File: config.mk
export PLATFORM = sky130hd
export DESIGN_NAME = i2s_sample_scheduler
export DESIGN_NICKNAME = d
export VERILOG_FILES = /design/src/rtl/i2s_sample_scheduler_pkg.sv /design/src/rtl/i2s_sample_fifo.sv /design/src/rtl/i2s_sample_scheduler.sv
export SDC_FILE = /design/constraint.sdc
export NUM_CORES = 1
export LEC_CHECK = 0
export ABC_AREA = 1
export BUFFER_PORTS_ARGS = -buffer_cell sky130_fd_sc_hd__buf_2
export CORE_ASPECT_RATIO = 0.6
export CORE_MARGIN = 4
export CORE_UTILIZATION = 55
export DETAILED_ROUTE_END_ITERATION = 10
export MAX_ROUTING_LAYER = met4
export PLACE_DENSITY = 0.86
export SYNTH_ARGS = -nofsm -noshare
export SYNTH_HDL_FRONTEND = slang
export SYNTH_HIERARCHICAL = 1
export SYNTH_SLANG_ARGS = --single-unit
export TNS_END_PERCENT = 50
File: constraint.sdc
create_clock -name AMCLK_i -period 3.9 [get_ports AMCLK_i]
set_input_delay 0.585 -clock AMCLK_i [delete_from_list [all_inputs] [get_ports AMCLK_i]]
set_output_delay 0.585 -clock AMCLK_i [all_outputs]
set_load 0.005 [all_outputs]
File: src/rtl/i2s_sample_scheduler_pkg.sv
// Shared types and width helpers for the I2S sample scheduler and its FIFO.
// Pure declarations: no latency, no flow control.
package i2s_sample_scheduler_pkg;

  typedef enum logic [1:0] {
    ST_IDLE  = 2'd0,
    ST_PRIME = 2'd1,
    ST_RUN   = 2'd2
  } sched_state_e;

  localparam int DEF_DATA_BITS      = 24;
  localparam int DEF_FIFO_DEPTH     = 8;
  localparam int DEF_FRAME_DIV      = 256;
  localparam int DEF_FILL_TARGET    = 4;
  localparam int DEF_UNDERRUN_LIMIT = 3;

  function automatic int clog2_min1(input int v);
    return (v > 1) ? $clog2(v) : 1;
  endfunction

  // Level counts 0..depth inclusive, so it needs one bit more than the pointers.
  function automatic int level_width(input int depth);
    return $clog2(depth) + 1;
  endfunction

  function automatic int tick_width(input int div);
    return clog2_min1(div);
  endfunction

  function automatic int empty_cnt_width(input int limit);
    return clog2_min1(limit + 1);
  endfunction

endpackage

File: src/rtl/i2s_sample_fifo.sv
// Synchronous stereo-sample FIFO with flush; head word is presented from flop storage.
// Level updates one cycle after push/pop; a full FIFO accepts a push only alongside a pop.
module i2s_sample_fifo
  import i2s_sample_scheduler_pkg::*;
#(
  parameter int WIDTH = 2 * DEF_DATA_BITS,
  parameter int DEPTH = DEF_FIFO_DEPTH
) (
  input  logic                     clk,
  input  logic                     rst,
  input  logic                     flush,
  input  logic                     push_vld,
  input  logic [WIDTH-1:0]         push_dat,
  input  logic                     pop_vld,
  output logic [WIDTH-1:0]         head_dat,
  output logic [$clog2(DEPTH):0]   level,
  output logic                     full,
  output logic                     empty
);

  localparam int AW    = $clog2(DEPTH);
  localparam int LVL_W = level_width(DEPTH);

  logic [WIDTH-1:0] mem [DEPTH];
  logic [AW-1:0]    wr_ptr;
  logic [AW-1:0]    rd_ptr;
  logic             push_ok;
  logic             pop_ok;

  assign empty    = (level == '0);
  assign full     = (level == LVL_W'(DEPTH));
  assign pop_ok   = pop_vld && !empty && !flush;
  assign push_ok  = push_vld && !flush && (!full || pop_ok);
  assign head_dat = mem[rd_ptr];

  always_ff @(posedge clk) begin
    if (push_ok) begin
      mem[wr_ptr] <= push_dat;
    end
  end

  always_ff @(posedge clk or posedge rst) begin
    if (rst) begin
      wr_ptr <= '0;
      rd_ptr <= '0;
      level  <= '0;
    end else if (flush) begin
      wr_ptr <= '0;
      rd_ptr <= '0;
      level  <= '0;
    end else begin
      if (push_ok) wr_ptr <= wr_ptr + AW'(1);
      if (pop_ok)  rd_ptr <= rd_ptr + AW'(1);
      case ({push_ok, pop_ok})
        2'b10:   level <= level + LVL_W'(1);
        2'b01:   level <= level - LVL_W'(1);
        default: level <= level;
      endcase
    end
  end

endmodule

File: src/rtl/i2s_sample_scheduler.sv
// Paces buffered stereo samples into the I2S transmitter, one strobe per frame period.
// Output registered on the tick edge; source is never stalled -- overflow drops and flags overrun.
module i2s_sample_scheduler
  import i2s_sample_scheduler_pkg::*;
#(
  parameter int I2S_DATA_BITS      = DEF_DATA_BITS,
  parameter int FIFO_DEPTH         = DEF_FIFO_DEPTH,
  parameter int MCLK_FRAME_DIVIDER = DEF_FRAME_DIV,
  parameter int FILL_TARGET        = DEF_FILL_TARGET,
  parameter int UNDERRUN_LIMIT     = DEF_UNDERRUN_LIMIT
) (
  input  logic                          AMCLK_i,
  input  logic                          reset,
  input  logic                          enable_i,
  input  logic                          clr_status_i,
  input  logic [I2S_DATA_BITS-1:0]      SRC_LEFT_i,
  input  logic [I2S_DATA_BITS-1:0]      SRC_RIGHT_i,
  input  logic                          SRC_VALID_i,
  output logic [I2S_DATA_BITS-1:0]      APSDATA_LEFT_o,
  output logic [I2S_DATA_BITS-1:0]      APSDATA_RIGHT_o,
  output logic                          APDATA_VALID_o,
  output logic [$clog2(FIFO_DEPTH):0]   fifo_level_o,
  output logic                          running_o,
  output logic                          underrun_o,
  output logic                          overrun_o
);

  localparam int DW     = 2 * I2S_DATA_BITS;
  localparam int LVL_W  = level_width(FIFO_DEPTH);
  localparam int TICK_W = tick_width(MCLK_FRAME_DIVIDER);
  localparam int EC_W   = empty_cnt_width(UNDERRUN_LIMIT);

  localparam logic [TICK_W-1:0] TICK_LAST = TICK_W'(MCLK_FRAME_DIVIDER - 1);
  localparam logic [LVL_W-1:0]  FILL_LVL  = LVL_W'(FILL_TARGET);
  localparam logic [EC_W-1:0]   EC_LAST   = EC_W'(UNDERRUN_LIMIT - 1);

  sched_state_e      state_q;
  sched_state_e      state_d;
  logic [TICK_W-1:0] tick_cnt_q;
  logic [EC_W-1:0]   empty_cnt_q;

  logic              active;
  logic              tick;
  logic              push_vld;
  logic              pop_vld;
  logic              run_tick;
  logic              mute_vld;
  logic              underrun_set;
  logic              overrun_set;
  logic              fifo_full;
  logic              fifo_empty;
  logic [LVL_W-1:0]  fifo_level;
  logic [DW-1:0]     push_dat;
  logic [DW-1:0]     head_dat;

  // Dropping enable takes effect combinationally so the same edge flushes and idles.
  assign active       = enable_i && (state_q != ST_IDLE);
  assign tick         = active && (tick_cnt_q == TICK_LAST);
  assign push_vld     = active && SRC_VALID_i;
  assign push_dat     = {SRC_LEFT_i, SRC_RIGHT_i};
  assign underrun_set = run_tick && fifo_empty;
  assign overrun_set  = push_vld && fifo_full && !pop_vld;
  assign fifo_level_o = fifo_level;

  i2s_sample_fifo #(
    .WIDTH (DW),
    .DEPTH (FIFO_DEPTH)
  ) u_fifo (
    .clk      (AMCLK_i),
    .rst      (reset),
    .flush    (!active),
    .push_vld (push_vld),
    .push_dat (push_dat),
    .pop_vld  (pop_vld),
    .head_dat (head_dat),
    .level    (fifo_level),
    .full     (fifo_full),
    .empty    (fifo_empty)
  );

  always_ff @(posedge AMCLK_i or posedge reset) begin
    if (reset) state_q <= ST_IDLE;
    else       state_q <= state_d;
  end

  always_comb begin
    state_d = state_q;
    if (!enable_i) begin
      state_d = ST_IDLE;
    end else begin
      case (state_q)
        ST_IDLE:  state_d = ST_PRIME;
        ST_PRIME: if (tick && (fifo_level >= FILL_LVL)) state_d = ST_RUN;
        ST_RUN:   if (mute_vld) state_d = ST_PRIME;
        default:  state_d = ST_IDLE;
      endcase
    end
  end

  always_comb begin
    running_o = (state_q == ST_RUN);
    run_tick  = tick && (state_q == ST_RUN);
    pop_vld   = run_tick && !fifo_empty;
    mute_vld  = run_tick && fifo_empty && (empty_cnt_q == EC_LAST);
  end

  always_ff @(posedge AMCLK_i or posedge reset) begin
    if (reset) begin
      tick_cnt_q  <= '0;
      empty_cnt_q <= '0;
    end else if (!active) begin
      tick_cnt_q  <= '0;
      empty_cnt_q <= '0;
    end else begin
      tick_cnt_q <= tick ? '0 : tick_cnt_q + TICK_W'(1);
      if (run_tick) begin
        if (!fifo_empty || mute_vld) empty_cnt_q <= '0;
        else                         empty_cnt_q <= empty_cnt_q + EC_W'(1);
      end
    end
  end

  // An empty tick short of the limit leaves the data registers alone, repeating the last sample.
  always_ff @(posedge AMCLK_i or posedge reset) begin
    if (reset) begin
      APDATA_VALID_o  <= 1'b0;
      APSDATA_LEFT_o  <= '0;
      APSDATA_RIGHT_o <= '0;
    end else if (!active) begin
      APDATA_VALID_o  <= 1'b0;
      APSDATA_LEFT_o  <= '0;
      APSDATA_RIGHT_o <= '0;
    end else begin
      APDATA_VALID_o <= run_tick;
      if (pop_vld) begin
        {APSDATA_LEFT_o, APSDATA_RIGHT_o} <= head_dat;
      end else if (mute_vld) begin
        APSDATA_LEFT_o  <= '0;
        APSDATA_RIGHT_o <= '0;
      end
    end
  end

  always_ff @(posedge AMCLK_i or posedge reset) begin
    if (reset) begin
      underrun_o <= 1'b0;
      overrun_o  <= 1'b0;
    end else begin
      underrun_o <= underrun_set || (underrun_o && !clr_status_i);
      overrun_o  <= overrun_set  || (overrun_o  && !clr_status_i);
    end
  end

endmodule

### Yosys cells after proc, flatten, opt, wreduce, memory -nomap -nowiden

Memories as Yosys holds them, arrays and structs flattened.
Index checks and enable logic that the tools add are counted.

* add/sub/neg operators: 6
* $lt $le $gt $ge: 1
* equal/unequal tests: 14
* multiplexer cells: 23
* reductions and logical operators: 28

Operators with widths (count)
* 24-bit two-way mux: 5
* 1-bit logical AND: 16
* 8-bit two-way mux: 2
* 2-bit two-way mux: 6
* 3-bit two-way mux: 4
* 8-bit by 1-bit adder with 8-bit output (second input constant): 1
* 8-bit == test (second input constant): 1
* 4-bit one-hot mux with 2 select lines: 1
* 3-bit by 1-bit adder with 3-bit output (second input constant): 2
* 2-bit == test (second input constant): 3
* 2-bit by 1-bit inequality test with 1-bit output (second input constant): 3
* 3-bit by 1-bit inequality test with 1-bit output (second input constant): 2
* 2-bit one-hot mux with 3 select lines: 1
* 4-bit by 1-bit adder with 4-bit output (second input constant): 1
* 2-bit by 1-bit == test with 1-bit output (second input constant): 2
* 4-bit == test (second input constant): 1
* 4-bit by 3-bit >= comparator with 1-bit output (second input constant): 1
* 1-bit zero test: 4
* 4-bit zero test: 1
* 1-bit logical OR: 4
* 4-bit two-way mux: 1
* 4-bit by 1-bit subtractor with 4-bit output (second input constant): 1
* 1-bit two-way mux: 3
* 3-bit by 2-bit inequality test with 1-bit output (second input constant): 1
* 5 further kinds: 5

* register bits after elaboration: 73
* bits in writable memories: 384
* input port bits: 53
* output and inout port bits: 56
* logic and storage cells: 84
* memories kept: 1

Memories
* u_fifo.mem: words 8, width 48, rd ports 1, clocked after memory_dff 0, write ports 1, RTL line i2s_sample_fifo.sv:24 `logic [WIDTH-1:0] mem [DEPTH];`

### Depth between registers and ports, before layout

Gate-level depths: netlist (run 1).

* word-level depth: 12
* depth in mapped cells: 19
* depth with buffers taken out: 18

### Modules after synthesis

Netlist (run 1), hierarchy kept.

By module, submodules not included
* i2s_sample_fifo: times used 1, cells an instance 1121, area an instance 15463.6 um^2, seq. area each 11781.3 um^2
* i2s_sample_scheduler: times used 1, cells an instance 308, area an instance 2846.5 um^2, seq. area each 1576.5 um^2

### Worst setup path after synthesis (run 1)

Ideal clock, no wire load.

* path type: input to register
* start: input enable_i
* end: memory u_fifo/mem[0][0] (netlist name) (enable)
* arrival time: 3.727 ns
* data required time: 3.446 ns
* setup slack: -0.281 ns
* stages: 11
* path buffers: 1
* cells stage by stage: nand2_1 -> nand2_2 -> nand2_1 -> nor2_2 -> nand2_2 -> nor2_4 -> buf_6 -> o21ai_0 -> inv_1 -> nand2_1 -> nor2_1

* word-level cells in the longest chain between the ends: 10

RTL lines
* start: declaration: RTL line i2s_sample_scheduler.sv:14 `input logic enable_i,`
* 1-bit logical AND: RTL line i2s_sample_scheduler.sv:57 `assign active = enable_i && (state_q != ST_IDLE);`
* 1-bit logical AND: RTL line i2s_sample_scheduler.sv:58 `assign tick = active && (tick_cnt_q == TICK_LAST);`
* 1-bit logical AND: RTL line i2s_sample_scheduler.sv:102 `run_tick = tick && (state_q == ST_RUN);`
* 1-bit logical AND: RTL line i2s_sample_scheduler.sv:103 `pop_vld = run_tick && !fifo_empty;`
* named net pop_vld: RTL line i2s_sample_scheduler.sv:45 `logic pop_vld;`
* 1-bit logical AND (2 in series): RTL line i2s_sample_fifo.sv:32 `assign pop_ok = pop_vld && !empty && !flush;`
* 1-bit logical OR: RTL line i2s_sample_fifo.sv:33 `assign push_ok = push_vld && !flush && (!full || pop_ok);`
* 1-bit logical AND: RTL line i2s_sample_fifo.sv:33
* 1-bit two-way mux: RTL line i2s_sample_fifo.sv:37 `if (push_ok) begin`
* 1-bit two-way mux (not written as such): RTL line i2s_sample_fifo.sv:38 `mem[wr_ptr] <= push_dat;`
* end: declaration: RTL line i2s_sample_fifo.sv:24

The timed path passes the listed nets, and every way through them passes these cells.

### Worst setup path after layout (run 1)

* start: register tick_cnt_q[0]
* end: memory u_fifo/mem[1][44] (netlist name) (enable)

* word-level cells in the longest chain between the ends: 10

RTL lines
* start: declaration: RTL line i2s_sample_scheduler.sv:39 `logic [TICK_W-1:0] tick_cnt_q;`
* start signal: assignment: RTL line i2s_sample_scheduler.sv:115 `tick_cnt_q <= tick ? '0 : tick_cnt_q + TICK_W'(1);`
* 8-bit == test: RTL line i2s_sample_scheduler.sv:58
* 1-bit logical AND: RTL line i2s_sample_scheduler.sv:58
* 1-bit logical AND: RTL line i2s_sample_scheduler.sv:102
* 1-bit logical AND: RTL line i2s_sample_scheduler.sv:103
* 1-bit logical AND (2 in series): RTL line i2s_sample_fifo.sv:32
* 1-bit logical OR: RTL line i2s_sample_fifo.sv:33
* 1-bit logical AND: RTL line i2s_sample_fifo.sv:33
* 1-bit two-way mux: RTL line i2s_sample_fifo.sv:37
* 1-bit two-way mux (not written as such): RTL line i2s_sample_fifo.sv:38

Every way passes these cells.

==> run metrics, run 1 <==
core box area 32610 um^2; clock group share of total power 41.0%; per-cell routed wire length 20.41 um; flops & latches, synth 457; via density per instance 5.840; Worst-Margin Slew 1.126 ns; number of synthesized flops with an enable pin 384; largest family of logic cells by synthesized area simple AND/OR/NAND/NOR gates; syn_area_per_cell 12.81 um^2; CTS tree built; power per cell area 453.2 nW/um^2; share of the synthesized area in the top cell type 62.98%; H-Tree Depth 2; Critical path origin tick_cnt_q[0]$_DFF_PP0_; CTS root buf clkbuf_16; met2 Use GR 35.12%; sequential element share of the synthesized area 72.95%; final setup TNS 0 ns; die width 243.6 um; Max-slew headroom 24.95%; xor/xnor share of the synthesized area 0.1913%; CP Launch Type flip-flop; Comb pwr share 1.9%; postcts setup bufs 0; Final nets 1584; grt met3 use 3.880%; WP data required 4.12 ns; vias in the first global route 11360; GRT Residual Overflow 0; FMAX 302.4 MHz; Synth area leaders edfxtp_1 63%, dfrtp_1 10%, nand2_1 5.8%; met1 global-route usage 31.67%; mux share of post-synthesis cell area 2.624%; RSZ-0062 raised after global routing no; FF-to-FF Start tick_cnt_q[0]$_DFF_PP0_; Setup Crit Path Kind reg2reg; Crit path top cell by count nand2_1; sw frac 19.96%; post-route clock period utilization 84.79%; post-synth top area cell edfxtp_1; compound-gate portion of the synthesized area 7.141%; number of distinct library cells after synthesis 34; status finished clean; Final ANT Viol Nets 0; initial antenna violation count 3; post-synthesis adder-cell area fraction 0.5193%; synth warn 6; post-cts resize count 0; first-pass GRT wire length 63.14 mm; Pre-antenna DRT Iters 5; Sequential Power Share 57.2%; number of buffers inserted by hold repair at cts 0; Clk Latency, worst-skew pair 0.55 ns; CP max stage cell nor2_4; ys flop type edfxtp_1; Final Util 62.88%; top-count cell post-synth edfxtp_1; largest net degree at the start of global routing 196; internal power 7438 uW; detailed-route wire length 40.94 mm; Core Rows 51; DRT iter0 DRCs 1285; GP Congestion 0.8404; top post-synthesis cells by count 384 x edfxtp_1, 284 x nand2_1, 219 x nor2_1; Die ar. 36370 um^2; Critical Path AT 3.52 ns; crit-path max FO 39; buffer depth of the longest clock path 3; Netlist Area Pre-Place 18310 um^2; Reg clk slew, reported paths 0.07 ns; Ports 109; Layout area overhead 11.99%; Setup-failing EPs final 0; HP Class in2async; asr flop ratio synth 15.97%; clk sinks 457; GRT Total Usage 22.81%; gr busiest metal met2; Static Leak 0.007642 uW; slowest stage delay, CP 0.39 ns; CTS Buf Count 40; fin crit period 3.307 ns; syn nets 1489; worst hold margin 0.04816 ns; Fillers 2328; Port Buf Inserts 108; DR DRC count 0; Fin Clk Skew 0.02595 ns; number of max-cap violations 0; Net Sw Power 1854 uW; post-detail-place hpwl 24.55 mm; Simple-Gate Fraction of Synth Area 13.26%; endpoint class of the critical path flip-flop; Initial Util 56.15%; fraction of layout cells with a size suffix above 1 15.52%; Mapped Cells 1429; vias 11720; worst path cell trace ha_1, nand2_1, nor2_1, nand2_1, nor2_2, nand2_2, nor2_4, o21ai_0, inv_1, nand2_1, nor2_4, buf_12; Hold Fails Final Rpt 0; Die Height 149.3 um; VDD IR-drop max 0.0002745 V; fin. max-slew vios 0
-- power groups by stage --
stage               Combinational, uW  Sequential [uW]  Clock (uW)
floorplan                        66.3             5420           0
global route                      191             5310        4060
finish                            173             5310        3810
global placement                  163             5410           0
CTS                               174             5310        3850
detailed placement                173             5410           0
-- routing by layer --
| metal | share of wire [%] | vias to the layer above | wire length, um |
|---|---|---|---|
| met5 | 0 | - | 0 |
| met4 | 2.6 | 0 | 1067 |
| met3 | 8.3 | 84 | 3398 |
| met2 | 47 | 589 | 19160 |
| met1 | 42 | 5741 | 17320 |
| li1 | - | 5301 | - |
-- cell type report --
class / count / area [um^2] / share of cell area, %
timing repair buffer: 135 / 780.7 / 3.808
inverter: 36 / 137.6 / 0.6712
antenna: 3 / 7.507 / 0.03661
multi-input combinational: 854 / 4415 / 21.53
tap: 450 / 563.0 / 2.746
sequential: 457 / 13370 / 65.19
clock inverter: 17 / 150.1 / 0.7322
clock buffer: 54 / 1084 / 5.284
-- path summary, 6_finish.rpt --
kind,cells past startpoint,end,slack (ns)
max,12,u_fifo/mem[1][44]$_DFFE_PP_,0.59
min,2,u_fifo/wr_ptr[2]$_DFFE_PP0P_,0.05
max reg2reg,12,u_fifo/mem[1][44]$_DFFE_PP_,0.59
min reg2reg,2,APSDATA_LEFT_o[7]$_DFFE_PP0P_,0.50
max in group asynchronous,3,APSDATA_LEFT_o[14]$_DFFE_PP0P_,2.67
min in group AMCLK_i,2,underrun_o$_DFF_PP0_,0.24
-- stage by stage --
| step | worst slack [ns] | instance area (um^2) | instances | total power, uW |
|---|---|---|---|---|
| after global routing | 0.4073 | 20500 | 2006 | 9560 |
| after global placement | 0.6986 | 19260 | 1932 | 5577 |
| after CTS | 0.6587 | 20500 | 2003 | 9336 |
| final | 0.5932 | 20500 | 2006 | 9292 |
| after detailed placement | 0.5718 | 19260 | 1932 | 5588 |
| after floorplan | -0.2806 | 18310 | 1429 | 5483 |
-- placed cells by master (no fill, tap or decap), drive strengths merged, types with 2 or more instances in the layout --
| cell | Yosys | layout |
|---|---|---|
| ha | 6 | 6 |
| diode | 0 | 3 |
| dfrtp | 73 | 73 |
| o21ai | 104 | 104 |
| nor2 | 223 | 223 |
| buf | 43 | 135 |
| a21oi | 4 | 4 |
| nand3 | 64 | 64 |
| bufinv | 0 | 2 |
| nor3 | 4 | 4 |
| clkbuf | 39 | 54 |
| nand4 | 3 | 3 |
| clkinv | 0 | 13 |
| or2 | 2 | 2 |
| o32ai | 48 | 48 |
| o22ai | 51 | 51 |
| xor2 | 3 | 3 |
| inv | 36 | 37 |
| mux2i | 48 | 48 |
| nand2 | 287 | 287 |
| edfxtp | 384 | 384 |
-- state kept, by name, summed over array words and instances (netlist names) --
register and cells:
state_q 2, tick_cnt_q 8, underrun_o 1, u_fifo/mem 384, APSDATA_RIGHT_o 24, overrun_o 1
u_fifo/wr_ptr 3, empty_cnt_q 2, u_fifo/rd_ptr 3, u_fifo/level 4, APSDATA_LEFT_o 24, APDATA_VALID_o 1
-- cell families after synthesis --
family,after synthesis
AND/OR/NAND/NOR,585
flip-flops,457
AO/OA/AOI/OAI,210
adder cells (fa/ha/maj),7
buffers and inverters,118
multiplexers,48
XOR/XNOR,4
-- worst max-delay path, delay by kind of cell, from the launching register on --
family,cells,cell delay [ns]
buffers and inverters,2,0.50
adders and majority gates,1,0.20
and+or+nand+nor,8,1.53
AOI/OAI and AO/OA,1,0.33
DFF,1,0.37
(Power assumes the default switching activity.)
==> run 2, diff against run 1 <==
--- a/config.mk
+++ b/config.mk
@@ -9,10 +9,10 @@
 export BUFFER_PORTS_ARGS = -buffer_cell sky130_fd_sc_hd__buf_2
 export CORE_ASPECT_RATIO = 0.6
 export CORE_MARGIN = 4
-export CORE_UTILIZATION = 55
+export CORE_UTILIZATION = 60
 export DETAILED_ROUTE_END_ITERATION = 10
 export MAX_ROUTING_LAYER = met4
-export PLACE_DENSITY = 0.86
+export PLACE_DENSITY = 0.89
 export SYNTH_ARGS = -nofsm -noshare
 export SYNTH_HDL_FRONTEND = slang
 export SYNTH_HIERARCHICAL = 1
==> constraint.sdc (replaced) <==
create_clock -name AMCLK_i -period 3.4 [get_ports AMCLK_i]
set_input_delay 0.51 -clock AMCLK_i [delete_from_list [all_inputs] [get_ports AMCLK_i]]
set_output_delay 0.51 -clock AMCLK_i [all_outputs]
set_load 0.005 [all_outputs]
==> run 2 against run 1 <==
Compared with the run above:
- critical path type unchanged
- non-clock buffer count did not move
- sequential power is 15% higher
- utilization increased by 6.1 points
- global-route usage rose by 2.8 points
- flip-flop and latch count did not move
- total power rose by 18%
- die area is 8.0% lower
- clock power increased by 24%
- via count grew 1.9%
- cell area up 0.85%
- hold slack better by 0.15 ns
- largest cell class unchanged
- first-iteration DRC count grew 20%
==> run metrics, run 2 (synthesis gave the netlist of run 1 again) <==
most frequent cells in the layout 384 x edfxtp_1, 284 x nand2_1, 211 x nor2_1; sequential cell area 13370 um^2; first-pass GRT wire length 64.63 mm; Inst Count DP 1889; post-cts resize count 0; Initial Util 61.07%; postcts setup bufs 0; Clk Latency, worst-skew pair 0.54 ns; fin crit period 3.001 ns; Layout area overhead 12.94%; per-cell routed wire length 21.22 um; area of the multi-input gates 4423 um^2; met1 global-route usage 36.97%; fin. max-slew vios 0; Finished Cell Area 20680 um^2; placed cell areas 19290 um^2; WP data required 3.58 ns; CTS root buf clkbuf_16; Setup-failing EPs final 0; GRT Total Usage 25.63%; Core Rows 49; RSZ-0062 raised after global routing no; Max-slew headroom 20.35%; Reg clk slew, reported paths 0.06 ns; Fin Clk Skew 0.01444 ns; via density per instance 6.064; gr busiest metal met2; DRT iter0 DRCs 1545; grt met3 use 5.032%; CTS Buf Count 41; CTS tree built; Pre-antenna DRT Iters 5; die width 233.5 um; status finished clean; final non-filler cell total 1968; Die ar. 33470 um^2; fraction of layout cells with a size suffix above 1 15.35%; CP Launch Type flip-flop; Final nets 1585; Biggest register u_fifo/mem; crit-path max FO 26; core box area 29980 um^2; vias 11930; Worst-Margin Slew 1.193 ns; Final ANT Viol Nets 0; met2 Use GR 38.51%; H-Tree Depth 2; Die Height 143.3 um; post-route clock period utilization 88.28%; Hold Fails Final Rpt 0; power per cell area 532.1 nW/um^2; FMAX 333.2 MHz; Static Leak 0.007724 uW; GRT Residual Overflow 0; Fillers 1868; Final Util 68.98%; commonest non-fill, non-tap cell in the layout edfxtp_1; Setup Slack @ Placement 0.4814 ns; Ports 109; HP Class in2reg; detailed-route wire length 41.77 mm; Critical Path AT 3.19 ns; leading registers by flop count u_fifo/mem (384), APSDATA_LEFT_o (24), APSDATA_RIGHT_o (24); max FFs per register 384; VDD IR-drop max 0.0003764 V; post-detail-place hpwl 23.63 mm; vias in the first global route 11440; Worst Slack Setup Final 0.3985 ns; initial antenna violation count 3; GP Congestion 0.8961; DR DRC count 0; number of buffers inserted by hold repair at cts 1; buffer depth of the longest clock path 3; Setup Crit Path Kind reg2reg; Port Buf Inserts 108; final setup TNS 0 ns; endpoint class of the critical path flip-flop; largest net degree at the start of global routing 122; clk sinks 457; number of max-cap violations 0
## run 2: routing by layer
layer | wire length (um) | part of all wire, % | vias to the layer above
met4 | 575 | 1.4 | 0
met2 | 19270 | 46 | 742
met5 | 0 | 0 | -
met1 | 17270 | 41 | 5827
met3 | 4653 | 11 | 46
li1 | - | - | 5318
## run 2: cell type report
cell class,instances,area share (%)
diodes,3,0.03630
clock buffers,55,5.566
clock inverters,20,1.083
inverters,36,0.6716
multi-input cells,854,21.39
flip-flops and latches,457,64.64
well taps,408,2.469
repair buffers,135,4.151
## run 2: final timing paths
path                                             from                              to  slack, ns  cells after the start
setup / recovery              tick_cnt_q[0]$_DFF_PP0_     u_fifo/mem[1][40]$_DFFE_PP_       0.40                     12
hold / removal                           clr_status_i             overrun_o$_DFF_PP0_       0.20                      2
setup reg to reg              tick_cnt_q[0]$_DFF_PP0_     u_fifo/mem[1][40]$_DFFE_PP_       0.40                     12
hold reg to reg            empty_cnt_q[1]$_DFFE_PP0P_      empty_cnt_q[1]$_DFFE_PP0P_       0.49                      2
max in group asynchronous                       reset  APSDATA_RIGHT_o[2]$_DFFE_PP0P_       1.94                      4
min in group asynchronous                       reset     u_fifo/level[1]$_DFFE_PP0P_       0.54                      3
## run 2: worst max-delay path, cell delays in order (launching register included)
cell and delay (ns):
dfrtp_1 0.37, ha_1 0.21, nand2_1 0.10, nor2_1 0.09
nand2_1 0.10, nor2_2 0.16, nand2_2 0.10, nor2_4 0.14
o21ai_0 0.28, inv_1 0.23, nand2_1 0.27, nor2_4 0.18
buf_4 0.41
## run 2: metrics by stage
stage                     power (uW)  hold WS, ns
after floorplan                 6289       0.3502
after global placement          6396       0.4723
after detailed placement        6408       0.4837
after CTS                      11060       0.1735
after global routing           11340       0.1846
final                          11000       0.2003
## run 2: where the power goes
group	switching (uW)	internal, uW
sequential	5.29	6090
clock	1950	2760
combinational	156	44.9
==> run 3, diff against run 2 <==
--- a/config.mk
+++ b/config.mk
@@ -15,6 +15,5 @@
 export PLACE_DENSITY = 0.89
 export SYNTH_ARGS = -nofsm -noshare
 export SYNTH_HDL_FRONTEND = slang
-export SYNTH_HIERARCHICAL = 1
 export SYNTH_SLANG_ARGS = --single-unit
 export TNS_END_PERCENT = 50
==> run 3 against run 2 <==
Compared with the run above:
- sequential power up 3%
- setup slack better by 0.18 ns
- utilization up 0.71 points
- critical path type unchanged
- largest cell class unchanged
==> run metrics, run 3 <==
status finished clean; Fin Clk Skew 0.02359 ns; Port Buf Inserts 108; detailed-route wire length 42.66 mm; syn_area_per_cell 13.21 um^2; Worst-Margin Slew 1.126 ns; CTS Buf Count 40; Worst Slack Setup Final 0.5769 ns; Pre-antenna DRT Iters 8; Static Leak 0.007311 uW; number of distinct library cells after synthesis 41; FMAX 354.2 MHz; share of the synthesized area in the top cell type 64.21%; post-route clock period utilization 83.03%; Finished Cell Area 20300 um^2; Final ANT Viol Nets 0; GP Congestion 0.8979; Die ar. 32850 um^2; Setup Slack @ Placement 0.5883 ns; syn nets 1419; max FFs per register 384; RSZ-0062 raised after global routing no; slowest stage delay, CP 0.48 ns; fraction of layout cells with a size suffix above 1 16.34%; Clk Latency, worst-skew pair 0.56 ns; number of synthesized flops with an enable pin 384; Core Rows 48; Reg clk slew, reported paths 0.07 ns; synth warn 0; Crit path top cell by count nor2_4; crit-path max FO 27; via density per instance 6.248; most frequent cells in the layout 384 x edfxtp_1, 176 x nor2_1, 145 x o21ai_0; buffer depth of the longest clock path 3; core box area 29130 um^2; ys flop type edfxtp_1; DR DRC count 0; CP Launch Type flip-flop; die width 231.4 um; Mapped Cells 1359; top-count cell post-synth edfxtp_1; CTS root buf clkbuf_16; initial antenna violation count 1; H-Tree Depth 2; largest net degree at the start of global routing 102; clk sinks 457; post-synth top area cell edfxtp_1; vias 11800; HP Class in2reg; Final nets 1515; Ports 109; Worst Path Buf+Inv 1; Setup Crit Path Kind reg2reg; WP data required 3.64 ns; Initial Util 61.65%; flops & latches, synth 457; Layout area overhead 13.03%; first-pass GRT wire length 65.79 mm; Setup-failing EPs final 0; postcts setup bufs 0; kind of cell adding the most delay to the critical path simple AND/OR/NAND/NOR gates; vias in the first global route 11680; GRT Residual Overflow 0; post-detail-place hpwl 25.00 mm; asr flop ratio synth 15.97%; leading registers by flop count u_fifo.mem (384), APSDATA_LEFT_o (24), APSDATA_RIGHT_o (24); Biggest register u_fifo.mem; sequential element share of the synthesized area 74.38%; placed cell areas 19000 um^2; top post-synthesis cells by count 384 x edfxtp_1, 184 x nor2_1, 145 x o21ai_0; CP max stage cell nor2_4; power per cell area 556.7 nW/um^2; fin. max-slew vios 0; Hold Fails Final Rpt 0; commonest non-fill, non-tap cell in the layout edfxtp_1; endpoint class of the critical path flip-flop; VDD IR-drop max 0.0004172 V; Max-slew headroom 24.95%; Synth area leaders edfxtp_1 64%, dfrtp_1 10%, o21ai_0 4.0%; CTS tree built; Netlist Area Pre-Place 17960 um^2; fin crit period 2.823 ns; GRT Total Usage 26.72%; Die Height 142.0 um; worst path cell trace ha_1, nand3_1, nor2_4, nand3_2, a21oi_2, nand2_1, nor2_4, buf_12; Critical Path AT 3.07 ns; number of max-cap violations 0; DRT iter0 DRCs 1745; per-cell routed wire length 22.60 um
## run 3: cell count changes after synthesis, sizes merged, moves of 18 or more
cell,before,now
a21oi,4,64
o32ai,48,1
mux2i,48,0
o221ai,0,47
nand4,3,23
o21ai,104,234
inv,36,54
nand2,287,114
nand3,64,27
o22ai,51,0
nor2,223,187
## run 3: layout make-up
| class | count | area, um^2 |
|---|---|---|
| Fill cell | 1821 | 8830 |
| Antenna cell | 1 | 2.502 |
| Timing Repair Buffer | 142 | 910.9 |
| Clock inverter | 19 | 162.7 |
| Tap cell | 400 | 500.5 |
| Inverter | 56 | 219.0 |
| Sequential cell | 457 | 13370 |
| Clock buffer | 55 | 1119 |
| Multi-Input combinational cell | 758 | 4018 |
## run 3: cell families (layout without fill, tap and decap cells)
group	Yosys count	count (layout)	synth area share [%]
AO/OA/AOI/OAI	390	390	12.82
XOR/XNOR	3	3	0.1463
adder cells (fa/ha/maj)	7	7	0.5295
buffers and inverters	144	272	3.581
flip-flops	457	457	74.38
other	0	1	0
AND/OR/NAND/NOR	358	358	8.542
## run 3: power breakdown
part / internal [uW] / switching, uW / total, uW
Sequential: 6220 / 48.8 / 6270
Combinational: 135 / 427 / 562
Clock: 2480 / 1990 / 4470
## run 3: final timing paths
check                                         from                            to  slack, ns  cells past startpoint
max                        tick_cnt_q[0]$_DFF_PP0_   u_fifo.mem[5][37]$_DFFE_PP_       0.58                      8
min                                   clr_status_i          underrun_o$_DFF_PP0_       0.16                      2
max reg2reg                tick_cnt_q[0]$_DFF_PP0_   u_fifo.mem[5][37]$_DFFE_PP_       0.58                      8
min reg2reg                tick_cnt_q[0]$_DFF_PP0_       tick_cnt_q[0]$_DFF_PP0_       0.46                      1
max in group asynchronous                    reset  u_fifo.rd_ptr[1]$_DFFE_PP0P_       2.06                      4
min in group asynchronous                    reset   u_fifo.level[0]$_DFFE_PP0P_       0.52                      3
## run 3: per-stage QoR
step	setup TNS [ns]	instances	hold WS, ns	util (%)	total power (uW)
6_report	0	1888	0.1566	69.69	11300
5_1_grt	0	1888	0.1754	69.69	11650
4_1_cts	0	1887	0.1405	69.68	11330
3_5_place_dp	0	1812	0.4536	65.24	6937
3_3_place_gp	0	1812	0.4436	65.24	6894
2_1_floorplan	-128.46	1359	0.4329	-	6684
## run 3: routing by layer
layer  routed length, um  GRT usage [%]  vias up
met5                   0              -        -
met4                 979          8.062        0
met3                4097          4.480       94
met2               20240          40.71      733
met1               17350          37.93     5763
li1                    -              -     5207
## run 3: timing repair
action | in CTS | in global routing
gates resized for setup | 0 | 0
endpoints found under the setup margin | 0 | 0
hold endpoints to repair | 20 | 0
hold buffers | 1 | 0
